## config.mk

```make
export PLATFORM = sky130hd
export DESIGN_NAME = seven_segment_scanner_flat
export DESIGN_NICKNAME = d
export VERILOG_FILES = /design/src/rtl/sevseg_pkg.sv /design/src/rtl/seven_segment_scanner_if.sv /design/src/rtl/sevseg_decode.sv /design/src/rtl/seven_segment_scanner.sv /design/src/flat_wrapper.sv
export SDC_FILE = /design/constraint.sdc
export NUM_CORES = 1
export LEC_CHECK = 0
export CAP_MARGIN = 20
export CORE_MARGIN = 2
export CORE_UTILIZATION = 40
export DETAILED_ROUTE_END_ITERATION = 16
export SYNTH_ARGS = -nofsm -noshare
export SYNTH_HDL_FRONTEND = slang
export SYNTH_SLANG_ARGS = --single-unit
```

## constraint.sdc

```tcl
create_clock -name clk -period 2.1 [get_ports clk]
set_input_delay 0.42 -clock clk [delete_from_list [all_inputs] [get_ports clk]]
set_output_delay 0.42 -clock clk [all_outputs]
set_load 0.05 [all_outputs]
```

## src/rtl/sevseg_pkg.sv

```systemverilog
// rtl/sevseg_pkg.sv - shared segment patterns, bit order and polarity helper for the scanner
package sevseg_pkg;

    // Segment bit positions within the {g,f,e,d,c,b,a} bus
    localparam int SEG_A = 0;
    localparam int SEG_B = 1;
    localparam int SEG_C = 2;
    localparam int SEG_D = 3;
    localparam int SEG_E = 4;
    localparam int SEG_F = 5;
    localparam int SEG_G = 6;

    // Active-high glyphs
    localparam logic [6:0] SEG_0   = 7'b0111111;
    localparam logic [6:0] SEG_1   = 7'b0000110;
    localparam logic [6:0] SEG_2   = 7'b1011011;
    localparam logic [6:0] SEG_3   = 7'b1001111;
    localparam logic [6:0] SEG_4   = 7'b1100110;
    localparam logic [6:0] SEG_5   = 7'b1101101;
    localparam logic [6:0] SEG_6   = 7'b1111101;
    localparam logic [6:0] SEG_7   = 7'b0000111;
    localparam logic [6:0] SEG_8   = 7'b1111111;
    localparam logic [6:0] SEG_9   = 7'b1101111;
    localparam logic [6:0] SEG_OFF = 7'b0000000;

    typedef enum logic {
        PH_BLANK = 1'b0,
        PH_LIT   = 1'b1
    } slot_phase_e;

    function automatic logic [6:0] seg_polarity(input logic [6:0] seg, input bit active_low);
        return active_low ? ~seg : seg;
    endfunction

endpackage

```

## src/rtl/seven_segment_scanner_if.sv

```systemverilog
// rtl/seven_segment_scanner_if.sv - data/strobe and display bundle between datapath and scanner
interface seven_segment_scanner_if #(
    parameter int DIGITS = 4
);
    logic                  load;
    logic [4*DIGITS-1:0]   bcd_in;
    logic [DIGITS-1:0]     blank_mask;
    logic [6:0]            seg_out;
    logic [DIGITS-1:0]     dig_sel;
    logic                  err;

    modport master (
        output load, bcd_in, blank_mask,
        input  seg_out, dig_sel, err
    );

    modport slave (
        input  load, bcd_in, blank_mask,
        output seg_out, dig_sel, err
    );
endinterface

```

## src/rtl/sevseg_decode.sv

```systemverilog
// rtl/sevseg_decode.sv - combinational BCD to active-high seven-segment decoder
module sevseg_decode
    import sevseg_pkg::*;
(
    input  logic [3:0] bcd,
    output logic [6:0] seg
);
    always_comb begin
        seg = SEG_OFF;
        case (bcd)
            4'd0:    seg = SEG_0;
            4'd1:    seg = SEG_1;
            4'd2:    seg = SEG_2;
            4'd3:    seg = SEG_3;
            4'd4:    seg = SEG_4;
            4'd5:    seg = SEG_5;
            4'd6:    seg = SEG_6;
            4'd7:    seg = SEG_7;
            4'd8:    seg = SEG_8;
            4'd9:    seg = SEG_9;
            default: seg = SEG_OFF;
        endcase
    end
endmodule

```

## src/rtl/seven_segment_scanner.sv

```systemverilog
// rtl/seven_segment_scanner.sv - time-multiplexed seven-segment driver; SEVSEG_LZB_EN enables leading-zero blanking
module seven_segment_scanner
    import sevseg_pkg::*;
#(
    parameter int DIGITS     = 4,
    parameter int SCAN_DIV   = 1000,
    parameter bit ACTIVE_LOW = 1'b1
) (
    input  logic                  clk,
    input  logic                  reset,
    seven_segment_scanner_if.slave bus
);
    localparam int PW = (SCAN_DIV > 2) ? $clog2(SCAN_DIV) : 1;
    localparam int IW = (DIGITS > 1) ? $clog2(DIGITS) : 1;
    localparam logic [PW-1:0] PRE_LAST = PW'(SCAN_DIV - 1);
    localparam logic [IW-1:0] IDX_LAST = IW'(DIGITS - 1);
    localparam logic [6:0]        SEG_IDLE = seg_polarity(SEG_OFF, ACTIVE_LOW);
    localparam logic [DIGITS-1:0] DIG_IDLE = ACTIVE_LOW ? '1 : '0;

    logic [4*DIGITS-1:0] latch_q;
    logic [PW-1:0]       presc_q;
    logic [IW-1:0]       idx_q;
    logic [6:0]          seg_q;
    logic [DIGITS-1:0]   dig_q;
    logic                err_q;
    logic [DIGITS-1:0]   lzb_mask;

    logic [3:0]          digit_arr [DIGITS];
    logic [3:0]          cur_digit;
    logic [6:0]          dec_seg;
    logic [6:0]          seg_act;
    logic [DIGITS-1:0]   dig_act;
    logic                err_next;
    logic                presc_wrap;
    slot_phase_e         phase;

    always_comb begin
        for (int i = 0; i < DIGITS; i++) begin
            digit_arr[i] = latch_q[4*i +: 4];
        end
    end

    always_comb begin
        err_next = 1'b0;
        for (int i = 0; i < DIGITS; i++) begin
            if (digit_arr[i] > 4'd9) err_next = 1'b1;
        end
    end

    assign cur_digit  = digit_arr[idx_q];
    assign presc_wrap = (presc_q == PRE_LAST);
    assign phase      = (presc_q == '0) ? PH_BLANK : PH_LIT;

    sevseg_decode u_decode (
        .bcd (cur_digit),
        .seg (dec_seg)
    );

`ifdef SEVSEG_LZB_EN
    logic [DIGITS-1:0] lzb_next;
    logic              lzb_run;

    // Walk down from the most significant digit while it is zero; digit 0 always shows
    always_comb begin
        lzb_next = '0;
        lzb_run  = 1'b1;
        for (int i = DIGITS - 1; i >= 1; i--) begin
            if (lzb_run && (bus.bcd_in[4*i +: 4] == 4'd0)) begin
                lzb_next[i] = 1'b1;
            end else begin
                lzb_run = 1'b0;
            end
        end
    end

    always_ff @(posedge clk) begin
        if (reset) begin
            lzb_mask <= '0;
        end else if (bus.load) begin
            lzb_mask <= lzb_next;
        end
    end
`else
    assign lzb_mask = '0;
`endif

    always_comb begin
        dig_act = '0;
        seg_act = SEG_OFF;
        if (phase == PH_LIT) begin
            dig_act[idx_q] = 1'b1;
            if (!(bus.blank_mask[idx_q] || lzb_mask[idx_q])) begin
                seg_act = dec_seg;
            end
        end
    end

    always_ff @(posedge clk) begin
        if (reset) begin
            latch_q <= '0;
            presc_q <= '0;
            idx_q   <= '0;
            seg_q   <= SEG_IDLE;
            dig_q   <= DIG_IDLE;
            err_q   <= 1'b0;
        end else begin
            if (bus.load) latch_q <= bus.bcd_in;
            presc_q <= presc_wrap ? '0 : presc_q + 1'b1;
            if (presc_wrap) begin
                idx_q <= (idx_q == IDX_LAST) ? '0 : idx_q + 1'b1;
            end
            seg_q <= seg_polarity(seg_act, ACTIVE_LOW);
            dig_q <= ACTIVE_LOW ? ~dig_act : dig_act;
            err_q <= err_next;
        end
    end

    assign bus.seg_out = seg_q;
    assign bus.dig_sel = dig_q;
    assign bus.err     = err_q;

endmodule
```

## src/flat_wrapper.sv

```systemverilog
// flat-port wrapper written by rule: the top's interface ports become plain ports
module seven_segment_scanner_flat import sevseg_pkg::*;
#(
    parameter int DIGITS     = 4,
    parameter int SCAN_DIV   = 1000,
    parameter bit ACTIVE_LOW = 1'b1
)
  (clk, reset, bus_load, bus_bcd_in, bus_blank_mask, bus_seg_out, bus_dig_sel, bus_err);
  seven_segment_scanner_if #(.DIGITS(DIGITS)) bus_i ();
  input  logic clk;
  input  logic reset;
  input wire logic [$bits(bus_i.load)-1:0] bus_load;
  input wire logic [$bits(bus_i.bcd_in)-1:0] bus_bcd_in;
  input wire logic [$bits(bus_i.blank_mask)-1:0] bus_blank_mask;
  output wire logic [$bits(bus_i.seg_out)-1:0] bus_seg_out;
  output wire logic [$bits(bus_i.dig_sel)-1:0] bus_dig_sel;
  output wire logic [$bits(bus_i.err)-1:0] bus_err;
  assign bus_i.load = bus_load;
  assign bus_i.bcd_in = bus_bcd_in;
  assign bus_i.blank_mask = bus_blank_mask;
  assign bus_seg_out = bus_i.seg_out;
  assign bus_dig_sel = bus_i.dig_sel;
  assign bus_err = bus_i.err;
  seven_segment_scanner #(.DIGITS(DIGITS), .SCAN_DIV(SCAN_DIV), .ACTIVE_LOW(ACTIVE_LOW)) u_core (.clk(clk), .reset(reset), .bus(bus_i));
endmodule
```

; ---- Yosys cells after proc, flatten, opt, wreduce, memory -nomap -nowiden
; Memory sizes are Yosys's and may differ from the RTL's.
; Cells that the tools add are included.
[totals]
register_bits = 40
rom_bits = 112
n_memories = 1
in_bits = 23
[op_classes]
bitwise_logic = 3
muxes = 17
addsub = 2
n_eq_ne = 2
magnitude_cmp = 7
n_reduce_logical = 4
[memory_table]
columns = memory, words, width, rd, rd_clocked_by_memory_dff, write_ports, line
row1 = (name not given), 16, 7, 1, 0, 0, sevseg_decode.sv:10  ; case (bcd)
[op_table]
columns = operator, count
row1 = "4-bit greater-than comparator, second input constant", 4
row2 = 7-bit 2-to-1 mux, 2
row3 = 4-bit 2-to-1 mux, 3
row4 = "10-bit by 1-bit adder with 10-bit output, second input constant", 1
row5 = "10-bit equality test, second input constant", 1
row6 = 10-bit logical NOT, 1
row7 = 4-bit binary-select mux with 2-bit select, 1
row8 = 1-bit 2-to-1 mux, 7
row9 = 7-bit NOT, 1
row10 = 1-bit binary-select mux with 2-bit select, 2
row11 = 4-bit NOT, 1
row12 = "3-bit greater-or-equal comparator, second input constant", 1
row13 = "2-bit by 3-bit < comparator with 1-bit output, second input constant", 1
row14 = 2-bit NOT with 3-bit output, 1
row15 = "2-bit by 1-bit adder with 2-bit output, second input constant", 1
row16 = 1-bit demux with 2-bit select, 1
row17 = "2-bit equality test, second input constant", 1
row18 = "2-bit by 1-bit greater-or-equal comparator with 1-bit output, second input constant", 1
row19 = 2-bit 2-to-1 mux, 1
row20 = 2-bit OR reduction, 1
row21 = 1-bit logical AND, 1
row22 = 1-bit logical OR, 1

; ---- Longest topological paths before layout
; An unclocked memory read counts as a cell.
[depth]
ltp_word = 8
depth_mapped = 8
ltp_nobuf = 7

; ---- Hierarchy
; Synthesis repeated with hierarchy kept, for this count alone.
[hier_totals]
cells_unflattened = 187
area_unflattened_um2 = 1844.3
[by_module_without_submodules]
columns = module, seq_area_each_um2, n_inst, cells_per_inst, area_each_um2
row1 = seven_segment_scanner, 800.8, 1, 161, 1642.8
row2 = sevseg_decode, 0.0, 1, 26, 201.4

; ---- Least setup slack after synthesis
; No wires, ideal clock.
[synth_timing]
kind = flip-flop to flip-flop
startpoint = register u_core.idx_q[0]
endpoint = register u_core.seg_q[4] (netlist: u_core.bus.seg_out[4])
stages_incl_launch_ff = 8
setup_time_ns = 0.131
t_required_ns = 1.969
setup_slack_ns = 0.290
path_buffers = 1
t_arrival_ns = 1.679
path_cell_list = dfxtp_1 buf_2 mux4_2 inv_1 ha_1 nor2b_4 a211oi_2 o21ai_1
[synth_via]
elab_chain_len = 8
[synth_rtl]
columns = element, line
row1 = "start, declared", seven_segment_scanner.sv:22  ; logic [IW-1:0] idx_q;
row2 = "start signal, assigned", seven_segment_scanner.sv:110  ; idx_q <= (idx_q == IDX_LAST) ? '0 : idx_q + 1'b1;
row3 = 2-bit NOT with 3-bit output (not written as such), seven_segment_scanner.sv:50  ; assign cur_digit = digit_arr[idx_q];
row4 = 4-bit binary-select mux with 2-bit select, seven_segment_scanner.sv:50
row5 = 4-bit 2-to-1 mux (not written as such) (2 in series), seven_segment_scanner.sv:50
row6 = memory read 16 x 7 bit, -
row7 = 7-bit 2-to-1 mux *, seven_segment_scanner.sv:92  ; if (!(bus.blank_mask[idx_q] || lzb_mask[idx_q])) begin
row8 = 7-bit 2-to-1 mux *, seven_segment_scanner.sv:90  ; if (phase == PH_LIT) begin
row9 = 7-bit NOT *, sevseg_pkg.sv:32  ; return active_low ? ~seg : seg;
row10 = "end signal, assigned", seven_segment_scanner.sv:112  ; seg_q <= seg_polarity(seg_act, ACTIVE_LOW);
row11 = "end, declared", seven_segment_scanner.sv:23  ; logic [6:0] seg_q;
; Mark *: on every way between the ends. The rest lies on a longest branch, timed or not. The select of a mux whose other input is x is not followed.
; A chain may end at the register's enable or synchronous reset.

; ---- Worst setup path after layout
[layout_timing]
startpoint = register u_core.idx_q[1]
endpoint = register u_core.seg_q[6] (netlist: u_core.bus.seg_out[6])
; The elaborated chain is that of the path after synthesis.

==> impl_metrics.toml <==
[outcome]
outcome = "finished clean"

[synthesis]
avgSynthCellArea_um2 = 9.90
yosysUniqueCellTypes = 31
synth-xor-area-share_pct = 3.95
ys_ff_latch = 40
syn_area_um2 = 1770
yosysSeqAreaShare_pct = 45.2
muxShareOfSynthArea_pct = 16.0
synth_area_leader_cell = "dfxtp_1"
synth_top_area_share_pct = 45.2
synth_area_leaders = "dfxtp_1 45%, mux2i_1 9.6%, ha_1 7.8%"
yosysWarnings = 0
synth_compound_area_share_pct = 7.20
syn-instance-count = 179
yosys.area_share.simple_pct = 15.7
synth_top_family_by_area = "multiplexers"
syn_nets = 213
synthAdderAreaFrac_pct = 7.77

[drt]
viasPerCell = 4.90
first_iter_violations = 71
dr.pass1.iters = 4
vias = 1327
drcViolationCount = 0
postRouteAntennaNets = 0
routedWlPerCell_um = 12.8
routed_wl_um = 3480

[cts]
post_cts_buffers = 0
tritoncts = "built"
htreeDepth = 2
cts_num_sinks = 40
clk_pin_slew_worst_paths_ns = 0.07
numCtsBuffers = 5
clk_latency_ns = 0.28
cts_buffer_depth = 2
cts_hold_buf = 0
cts_resized = 0
cts-root-buf = "clkbuf_8"

[timing]
timing.final.hold_violations = 0
setup_ws_ns = 0.225
layout_min_cycle_time_ns = 1.87
setup_viol_count_final = 0
worstMarginPinSlew_ns = 0.501
fin_setup_tns_ns = 0
relSlewSlack_pct = 66.5
max_freq_mhz = 533
rsz0062_at_grt = "false"
period_share_pct = 89.3
clock_skew_ns = 0.00371
slew_viol_final = 0
timing.hold.ws_ns = 0.471

[global_routing]
grt_pass1_vias = 1365
grt_use_total_pct = 15.8
antenna_found_initial = 0
grt_start_max_net_pins = 23
grt_overflow = 0
grt_pass1_wl_um = 6270

[cells_and_area]
finish.net_count = 252
nFillCells = 410
multi_input_area_um2 = 897
syn_to_final_growth_pct = 28.0
finalInstanceArea_um2 = 2270
drive_above_1_share_pct = 9.13
n_antenna_cell = 0
seq_area_um2 = 801

[power]
vdd_drop_max_mv = 0.368
leakage_nw = 0.913
power.density_nw_per_um2 = 686

[die]
start_util_pct = 41.0
fp.dieW_um = 70.6
ios = 35
row_count = 24
die_height_um = 70.6
dieArea_um2 = 4980
core_um2 = 4320

[worst_setup_path]
critPathKind = "reg -> reg"
crit_path_start_kind = "register"
critPathMaxFanout = 5
endpoint_kind = "register"
cp.required_ns = 2.25
arrival_ns = 2.03

[placement]
placed_cell_area_um2 = 2180
port_buffers = 34
dp_hpwl_um = 2690
pre_cts_ws_ns = 0.175
place_congestion = 0.800

[worst_hold_path]
hold_path_class = "reg -> reg"

[job]
maxCapViolCount = 0
-- layout by cell type (no fill, tap or decap) --
| master | Yosys | layout |
|---|---|---|
| a211oi_2 | 1 | 1 |
| a21oi_1 | 7 | 7 |
| a41oi_1 | 2 | 2 |
| and2_1 | 1 | 1 |
| and3_1 | 2 | 2 |
| and3_4 | 1 | 1 |
| and4_1 | 1 | 1 |
| buf_4 | 0 | 5 |
| clkbuf_1 | 4 | 2 |
| clkbuf_8 | 0 | 6 |
| clkdlybuf4s50_1 | 0 | 34 |
| dfxtp_1 | 40 | 40 |
| ha_1 | 11 | 11 |
| inv_1 | 9 | 9 |
| inv_2 | 1 | 1 |
| mux2i_1 | 17 | 17 |
| mux4_2 | 5 | 5 |
| nand2_1 | 10 | 10 |
| nand2b_1 | 4 | 4 |
| nand3_1 | 1 | 1 |
| nand4_1 | 2 | 2 |
| nor2_1 | 31 | 31 |
| nor2b_1 | 1 | 1 |
| nor2b_4 | 1 | 1 |
| nor3_1 | 1 | 1 |
| nor4_1 | 2 | 2 |
| o21ai_0 | 8 | 8 |
| o21ai_1 | 3 | 3 |
| o21bai_1 | 1 | 1 |
| or3_1 | 1 | 1 |
| xnor2_1 | 4 | 4 |
| xor2_1 | 4 | 4 |
-- sequential cells by signal, indices dropped and copies added (netlist names) --
name and cells:
u_core.latch_q 16, u_core.bus.seg_out 7, u_core.bus.dig_sel 4, u_core.idx_q 2, u_core.bus.err 1, u_core.presc_q 10
-- power breakdown --
part           switching (W)  leakage [nW]  internal, W
Combinational       0.000118         0.540     0.000111
Clock               0.000245        0.0455     0.000268
Sequential         0.0000206         0.328     0.000793
-- logic make-up (layout without fill, tap and decap cells) --
family                     count (synthesis)  count (layout)
buffers and inverters                     17              57
and+or+nand+nor                           59              59
xor gates and xnor gates                   8               8
DFF                                       40              40
adders and majority gates                 11              11
AOI/OAI and AO/OA                         22              22
muxes                                     22              22
-- worst paths after layout --
check / start / end / slack, ns / cells past startpoint
min reg2reg: u_core.presc_q[0] / u_core.presc_q[0] / 0.47 / 1
min: u_core.presc_q[0] / u_core.presc_q[0] / 0.47 / 1
max reg2reg: u_core.idx_q[1] / u_core.bus.seg_out[6] / 0.23 / 5
max: u_core.idx_q[1] / u_core.bus.seg_out[6] / 0.23 / 5
-- cell type report --
type,count,share of cell area [%]
clock buffers,8,3.97
inverters,10,1.65
multi-input cells,122,39.5
flip-flops and latches,40,35.3
well taps,52,2.87
repair buffers,39,16.7
-- worst max-delay path, cell delays in order (launching register included) --
cell	delay, ns
dfxtp_1	0.48
mux4_2	0.61
ha_1	0.21
nand2b_1	0.15
a21oi_1	0.19
o21ai_0	0.10
-- Yosys cell counts (all sizes together) --
library cell and instances:
dfxtp 40, nor2 31, mux2i 17, ha 11, o21ai 11, inv 10, nand2 10, a21oi 7
mux4 5, clkbuf 4, nand2b 4, xnor2 4, xor2 4, and3 3, buf 3, a41oi 2
nand4 2, nor2b 2, nor4 2, a211oi 1, and2 1, and4 1, nand3 1, nor3 1
o21bai 1, or3 1
-- stage by stage --
step | util, % | power [W] | cells
3_5_place_dp | 50.4 | 0.00106 | 263
2_1_floorplan | - | 0.000966 | 179
6_report | 52.5 | 0.00156 | 271
3_3_place_gp | 50.4 | 0.00105 | 263
5_1_grt | 52.5 | 0.00164 | 271
4_1_cts | 52.5 | 0.00158 | 271
-- routing by layer --
metal / track usage, % / wire length, um / vias to the layer above
li1: - / - / 681
met3: 4.42 / 165 / 4
met2: 27.4 / 1730 / 26
met1: 19.0 / 1560 / 616
met4: 5.66 / 33 / 0
met5: 0 / 0 / -
(Power assumes the default switching activity.)
